File: config.mk
export PLATFORM = sky130hd
export DESIGN_NAME = axis_to_d5m_tx
export DESIGN_NICKNAME = d
export VERILOG_FILES = /design/src/rtl/axis_to_d5m_tx.sv
export SDC_FILE = /design/constraint.sdc
export NUM_CORES = 2
export LEC_CHECK = 0
export CAP_MARGIN = 30
export CORE_AREA = 2 2 349 696
export DETAILED_ROUTE_END_ITERATION = 8
export DIE_AREA = 0 0 351 698
export GPL_TIMING_DRIVEN = 1
export PLACE_DENSITY = 0.72
export SYNTH_ARGS = -nofsm -noshare
export SYNTH_HDL_FRONTEND = slang
export SYNTH_SLANG_ARGS = --single-unit
File: constraint.sdc
create_clock -name ACLK -period 5.4 [get_ports ACLK]
set_input_delay 0.81 -clock ACLK [delete_from_list [all_inputs] [get_ports ACLK]]
set_output_delay 0.81 -clock ACLK [all_outputs]
set_load 0.02 [all_outputs]
File: src/rtl/axis_to_d5m_tx.sv
// axis_to_d5m_tx: turns an AXI4-Stream RGB frame back into a D5M-style raster
// (pixel bus plus frame-valid/line-valid strobes, programmable blanking).
// Beats are buffered in a small FIFO. A count-based raster FSM drains it one
// full line at a time, so a line is never broken. When the source starves,
// horizontal blanking is stretched instead.
//
// Handshake: a beat is transferred on any rising ACLK edge where
// rgb_s_axis_tvalid && rgb_s_axis_tready. tready is simply "FIFO not full"
// (forced low while ARESETN is low), so a beat is never lost or duplicated.
module axis_to_d5m_tx #(
  parameter int DATA_WIDTH = 24,
  parameter int H_ACTIVE   = 64,
  parameter int H_BLANK    = 16,
  parameter int V_ACTIVE   = 48,
  parameter int V_BLANK    = 4,
  parameter int FIFO_DEPTH = 128
) (
  input  logic                  ACLK,
  input  logic                  ARESETN,
  input  logic                  iEnable,
  input  logic                  rgb_s_axis_tvalid,
  output logic                  rgb_s_axis_tready,
  input  logic                  rgb_s_axis_tuser,
  input  logic                  rgb_s_axis_tlast,
  input  logic [DATA_WIDTH-1:0] rgb_s_axis_tdata,
  output logic [DATA_WIDTH-1:0] odata,
  output logic                  ofval,
  output logic                  olval,
  output logic [15:0]           frame_count,
  output logic [15:0]           drop_count,
  output logic                  err_tlast,
  output logic                  err_sof,
  output logic [2:0]            o_dbg_state
);

  localparam int AW     = $clog2(FIFO_DEPTH);
  localparam int CNTW   = AW + 1;
  localparam int EW     = DATA_WIDTH + 2;
  localparam int VB_CYC = V_BLANK * (H_ACTIVE + H_BLANK);
  localparam int TMAX0  = (H_ACTIVE > H_BLANK) ? H_ACTIVE : H_BLANK;
  localparam int TMAX   = (VB_CYC > TMAX0) ? VB_CYC : TMAX0;
  localparam int TW     = $clog2(TMAX + 1);
  localparam int LW     = $clog2(V_ACTIVE + 1);

  typedef enum logic [2:0] {
    S_IDLE   = 3'd0,
    S_PRE    = 3'd1,
    S_ACTIVE = 3'd2,
    S_HBLANK = 3'd3,
    S_VBLANK = 3'd4
  } state_t;

  // FIFO storage and pointers
  logic [EW-1:0]         r_mem [FIFO_DEPTH];
  logic [AW-1:0]         r_wr_ptr;
  logic [AW-1:0]         r_rd_ptr;
  logic [CNTW-1:0]       r_count;

  // Raster FSM state
  state_t                r_state;
  logic [TW-1:0]         r_cnt;
  logic [LW-1:0]         r_line;
  logic                  r_ofval;
  logic                  r_olval;
  logic [DATA_WIDTH-1:0] r_odata;
  logic [15:0]           r_frame_count;
  logic [15:0]           r_drop_count;
  logic                  r_err_tlast;
  logic                  r_err_sof;

  logic                  w_full;
  logic                  w_empty;
  logic                  w_push;
  logic                  w_pop;
  logic                  w_drop;
  logic                  w_has_line;
  logic [EW-1:0]         w_head;
  logic                  w_head_user;
  logic                  w_head_last;
  logic [DATA_WIDTH-1:0] w_head_data;
  logic                  w_last_pix;
  logic                  w_first_pix;
  logic                  w_blank_done;
  logic                  w_last_line;
  logic                  w_vb_done;

  assign w_full            = (r_count == CNTW'(FIFO_DEPTH));
  assign w_empty           = (r_count == '0);
  assign rgb_s_axis_tready = ARESETN && !w_full;
  assign w_push            = rgb_s_axis_tvalid && rgb_s_axis_tready;

  assign w_head      = r_mem[r_rd_ptr];
  assign w_head_user = w_head[EW-1];
  assign w_head_last = w_head[EW-2];
  assign w_head_data = w_head[DATA_WIDTH-1:0];

  // Pre-SOF beats are discarded in IDLE; ACTIVE consumes one pixel per cycle.
  // ACTIVE is only entered with a full line buffered, so it never pops empty.
  assign w_drop     = (r_state == S_IDLE) && !w_empty && !w_head_user;
  assign w_pop      = w_drop || (r_state == S_ACTIVE);
  assign w_has_line = (r_count >= CNTW'(H_ACTIVE));

  assign w_last_pix   = (r_cnt == TW'(H_ACTIVE - 1));
  assign w_first_pix  = (r_cnt == '0) && (r_line == '0);
  assign w_blank_done = (r_cnt >= TW'(H_BLANK - 1));
  assign w_last_line  = (r_line == LW'(V_ACTIVE - 1));
  assign w_vb_done    = (r_cnt == TW'(VB_CYC - 1));

  // FIFO storage write (contents are don't-care while empty, so no reset)
  always_ff @(posedge ACLK) begin
    if (w_push) r_mem[r_wr_ptr] <= {rgb_s_axis_tuser, rgb_s_axis_tlast, rgb_s_axis_tdata};
  end

  // FIFO pointers and occupancy; simultaneous push and pop leave count unchanged
  always_ff @(posedge ACLK or negedge ARESETN) begin
    if (!ARESETN) begin
      r_wr_ptr <= '0;
      r_rd_ptr <= '0;
      r_count  <= '0;
    end else begin
      if (w_push) r_wr_ptr <= r_wr_ptr + 1'b1;
      if (w_pop)  r_rd_ptr <= r_rd_ptr + 1'b1;
      case ({w_push, w_pop})
        2'b10:   r_count <= r_count + 1'b1;
        2'b01:   r_count <= r_count - 1'b1;
        default: r_count <= r_count;
      endcase
    end
  end

  // Raster FSM with registered strobes, pixel data, counters and sticky errors
  always_ff @(posedge ACLK or negedge ARESETN) begin
    if (!ARESETN) begin
      r_state       <= S_IDLE;
      r_cnt         <= '0;
      r_line        <= '0;
      r_ofval       <= 1'b0;
      r_olval       <= 1'b0;
      r_odata       <= '0;
      r_frame_count <= '0;
      r_drop_count  <= '0;
      r_err_tlast   <= 1'b0;
      r_err_sof     <= 1'b0;
    end else begin
      // Strobes follow the state one cycle later, in step with the popped pixel.
      r_ofval <= (r_state == S_PRE) || (r_state == S_ACTIVE) || (r_state == S_HBLANK);
      r_olval <= (r_state == S_ACTIVE);
      r_odata <= (r_state == S_ACTIVE) ? w_head_data : '0;

      case (r_state)
        S_IDLE: begin
          r_cnt  <= '0;
          r_line <= '0;
          if (w_drop) begin
            if (r_drop_count != 16'hFFFF) r_drop_count <= r_drop_count + 16'd1;
          end else if (!w_empty && w_head_user && iEnable && w_has_line) begin
            r_state <= S_PRE;
          end
        end
        S_PRE: begin
          if (w_blank_done) begin
            r_state <= S_ACTIVE;
            r_cnt   <= '0;
          end else begin
            r_cnt <= r_cnt + 1'b1;
          end
        end
        S_ACTIVE: begin
          if (w_head_last != w_last_pix) r_err_tlast <= 1'b1;
          if (w_head_user && !w_first_pix) r_err_sof <= 1'b1;
          if (w_last_pix) begin
            r_state <= S_HBLANK;
            r_cnt   <= '0;
          end else begin
            r_cnt <= r_cnt + 1'b1;
          end
        end
        S_HBLANK: begin
          if (!w_blank_done) begin
            r_cnt <= r_cnt + 1'b1;
          end else if (w_last_line) begin
            r_state       <= S_VBLANK;
            r_cnt         <= '0;
            r_frame_count <= r_frame_count + 16'd1;
          end else if (w_has_line) begin
            r_state <= S_ACTIVE;
            r_cnt   <= '0;
            r_line  <= r_line + 1'b1;
          end
        end
        S_VBLANK: begin
          if (w_vb_done) begin
            r_state <= S_IDLE;
            r_cnt   <= '0;
          end else begin
            r_cnt <= r_cnt + 1'b1;
          end
        end
        default: begin
          r_state <= S_IDLE;
          r_cnt   <= '0;
        end
      endcase
    end
  end

  assign odata       = r_odata;
  assign ofval       = r_ofval;
  assign olval       = r_olval;
  assign frame_count = r_frame_count;
  assign drop_count  = r_drop_count;
  assign err_tlast   = r_err_tlast;
  assign err_sof     = r_err_sof;
  assign o_dbg_state = r_state;

endmodule

==> impl_metrics.yaml <==
timing:
  max-slew-margin-rel_pct: 28.0
  tightest_slew_ps: 1050
  report.final.slew_viol_count: 0
  max_clock_freq_ghz: 0.195
  final-setup-viol-count: 0
  skew_ps: 44.8
  post-route-worst-setup-slack_ps: 267
  final_period_minus_worst_setup_slack_ps: 5130
  ratio_of_final_minimum_period_to_clock_period_pct: 95.1
  hold_viol_final: 0
  final.setup.tns_ps: 0
  rsz_0062_raised_after_global_routing: "false"
synth:
  synth_cells: 5382
  mappedNetlistArea_um2: 131000
  synth_area_leader_cell: "sky130_fd_sc_hd__edfxtp_1"
  synthDistinctLibCells: 55
  asyncSetResetFlopFracSynth_pct: 2.92
  synth_edf_count: 3328
  ys_dominant_reg_cell: "sky130_fd_sc_hd__edfxtp_1"
  ys_ff_latch: 3428
  synth_top_cells_by_area: "sky130_fd_sc_hd__edfxtp_1, sky130_fd_sc_hd__mux4_2, sky130_fd_sc_hd__dfrtp_1, sky130_fd_sc_hd__nor2_1, sky130_fd_sc_hd__mux2i_1"
  synth.avg_cell_area_um2: 24.4
  syn-num-nets: 5428
  seq_area_frac_synth_pct: 78.0
  count_of_warnings_emitted_by_yosys: 0
  netlist.area_leader.share_pct: 76.1
critical_path:
  crit_path_max_fanout: 24
  timing.critical_path.slowest_cell_delay_ps: 710
  element_type_at_the_critical_path_start: "flip-flop"
  classification_of_the_worst_setup_path: "reg2reg"
  required_ps: 6160
  path_cells: "buf_4 -> mux4_2 -> mux2_2 -> o22ai_1 -> nor3_1 -> o32ai_2 -> and2_1 -> nor2_1 -> inv_1 -> ha_1 -> buf_4 -> ha_1 -> a21oi_1 -> o21bai_1 -> a21o_1 -> a21oi_1 -> o21ai_0 -> o311ai_0"
  crit_path_end_kind: "flip-flop"
  critPathSlowestCell: "sky130_fd_sc_hd__dfrtp_4"
  critical_path.top_delay_family: "compound AO/OA/AOI/OAI gates"
  worstPathBufferInverterCount: 3
  worst-endpoint-arrival_ps: 5890
placement:
  place_worst_setup_slack_ps: 305
  place_hpwl_mm: 208
  placement.io_buffers: 93
  gp_congestion: 0.878
detailed_routing:
  drcViolationCount: 2
  vias_per_cell: 6.64
  postRouteWirelength_mm: 346
  drt-initial-drc-count: 8106
  vias: 61100
  detailedRoute.firstPassIterationCount: 7
  drt.antenna.violating_nets: 0
  avgRoutedWirePerCell_um: 37.6
layout:
  layout_common_cells: "sky130_fd_sc_hd__edfxtp_1, sky130_fd_sc_hd__mux4_2, sky130_fd_sc_hd__clkbuf_16"
  drive_above_1_share_pct: 31.9
  multi_input_area_um2: 28500
  fill_cells: 15500
  net_count_final: 5792
  seqCellArea_um2: 102000
  most_common_cell_after_layout_fill_and_taps_aside: "sky130_fd_sc_hd__edfxtp_1"
  synthToLayoutAreaGrowth_pct: 12.3
clocking:
  cts.repair_timing.setup_buffer_count: 0
  cts-root-to-sink-buffers: 4
  cts_sinks: 3428
  clock_tree_from_tritoncts: "built"
  htree_num_levels: 5
  post_cts_hold_buffer_count: 0
  numCtsBuffers: 280
  clk_latency_ps: 900
  post_cts_resize_count: 0
  root_buffer: "sky130_fd_sc_hd__clkbuf_16"
  path_clk_slew_ps: 70
power:
  power.static_leakage_nw: 45.2
  ir_drop_mv: 0.277
  powerDensity_nw_per_um2: 349
status:
  status: "finished with violations"
  violations_in_the_final_reports: "design-rule violations"
global_routing:
  pin_count_of_the_biggest_net_entering_global_routing: 109
  initial_antenna_violation_count: 36
  globalRouteTotalUtil_pct: 28.6
  globalRouteOverflowTotal: 0
  number_of_global_route_vias_before_repair: 63200
  first_pass_grt_wire_length_mm: 482
die:
  chipHeight_um: 698
  die_x_um: 351
  placementRows: 254
  design.die.area_um2: 245000
  core_region_area_um2: 239000
  start_util_pct: 54.9
  io-pin-count: 94
run:
  drv_cap: 0
hold_path:
  holdCritPathClass: "in2async"
-- per-layer routing --
layer  track usage, %  wire length, µm  up-vias
met5                0               69        -
met4             19.6            27200       12
met3             3.95            25200      759
met2             50.0           185000     3487
met1             32.2           109000    33000
li1                 -                -    23900
-- layout make-up --
| class | instances | area share (%) |
|---|---|---|
| multi-input cells | 1667 | 19.3 |
| inverters | 13 | 0.0348 |
| diodes | 61 | 0.104 |
| well taps | 3200 | 2.72 |
| clock inverters | 151 | 1.01 |
| repair buffers | 356 | 2.20 |
| flip-flops and latches | 3428 | 69.5 |
| clock buffers | 337 | 5.09 |
-- metrics by stage --
step                hold slack [ps]  power [W]  std cells  utilization, %  instance area, µm²
global placement                453     0.0314       8652            57.7              138000
CTS                             148     0.0517       9149            61.5              147000
detailed placement              458     0.0315       8661            57.7              138000
floorplan                       460     0.0305       5382               -              131000
global route                    198     0.0526       9207            61.6              147000
finish                          130     0.0515       9213            61.6              147000
-- state kept, by name (all words and copies together) (netlist names) --
name	count
drop_count	16
err_sof	1
err_tlast	1
frame_count	16
o_dbg_state	3
odata	24
ofval	1
olval	1
r_cnt	9
r_count	8
r_line	6
r_mem	3328
r_rd_ptr	7
r_wr_ptr	7
-- where the power goes --
group,switching [W],total [W],internal (W),leakage [nW]
Clock,0.00920,0.0205,0.0113,4.40
Combinational,0.00110,0.00140,0.000304,9.62
Sequential,0.000133,0.0295,0.0294,31.2
Total,0.0104,0.0515,0.0410,45.2
-- cell families after synthesis --
group	share of synthesized area [%]
muxes	18.7
AOI/OAI and AO/OA	0.431
DFF	78.0
and+or+nand+nor	1.32
xor gates and xnor gates	0.354
adders and majority gates	0.158
buffers and inverters	0.968
-- final timing paths --
path / from / endpoint / slack (ps) / cells past startpoint
worst max-delay path: r_rd_ptr[0] / r_count[7] / 270 / 18
worst min-delay path: ARESETN / r_line[1] / 130 / 2
worst max register to register: r_rd_ptr[0] / r_count[7] / 270 / 18
worst min register to register: err_sof / err_sof / 470 / 1
max in group asynchronous: ARESETN / r_rd_ptr[3] / 4050 / 3
min in group ACLK: rgb_s_axis_tdata[21] / r_mem[117][21] / 290 / 1
-- worst reg2reg max path, cell delays in order (launching register included) --
cell and delay, ps:
sky130_fd_sc_hd__dfrtp_4 710, sky130_fd_sc_hd__buf_4 410, sky130_fd_sc_hd__mux4_2 550, sky130_fd_sc_hd__mux2_2 290, sky130_fd_sc_hd__o22ai_1 320, sky130_fd_sc_hd__nor3_1 140
sky130_fd_sc_hd__o32ai_2 160, sky130_fd_sc_hd__and2_1 190, sky130_fd_sc_hd__nor2_1 100, sky130_fd_sc_hd__inv_1 170, sky130_fd_sc_hd__ha_1 200, sky130_fd_sc_hd__buf_4 190
sky130_fd_sc_hd__ha_1 280, sky130_fd_sc_hd__a21oi_1 220, sky130_fd_sc_hd__o21bai_1 90, sky130_fd_sc_hd__a21o_1 200, sky130_fd_sc_hd__a21oi_1 230, sky130_fd_sc_hd__o21ai_0 160
sky130_fd_sc_hd__o311ai_0 380
-- cells in the mapped netlist (all sizes together) (14+ instances only) --
master / count
a22oi: 15
and3: 16
buf: 162
clkbuf: 112
dfrtp: 100
edfxtp: 3328
ha: 15
mux2i: 56
mux4: 1061
nand2: 67
nand3: 38
nand4: 16
nor2: 193
nor2b: 20
o21ai: 14
xnor2: 38
xor2: 15
Note: power is estimated with default switching activity, not from simulation.
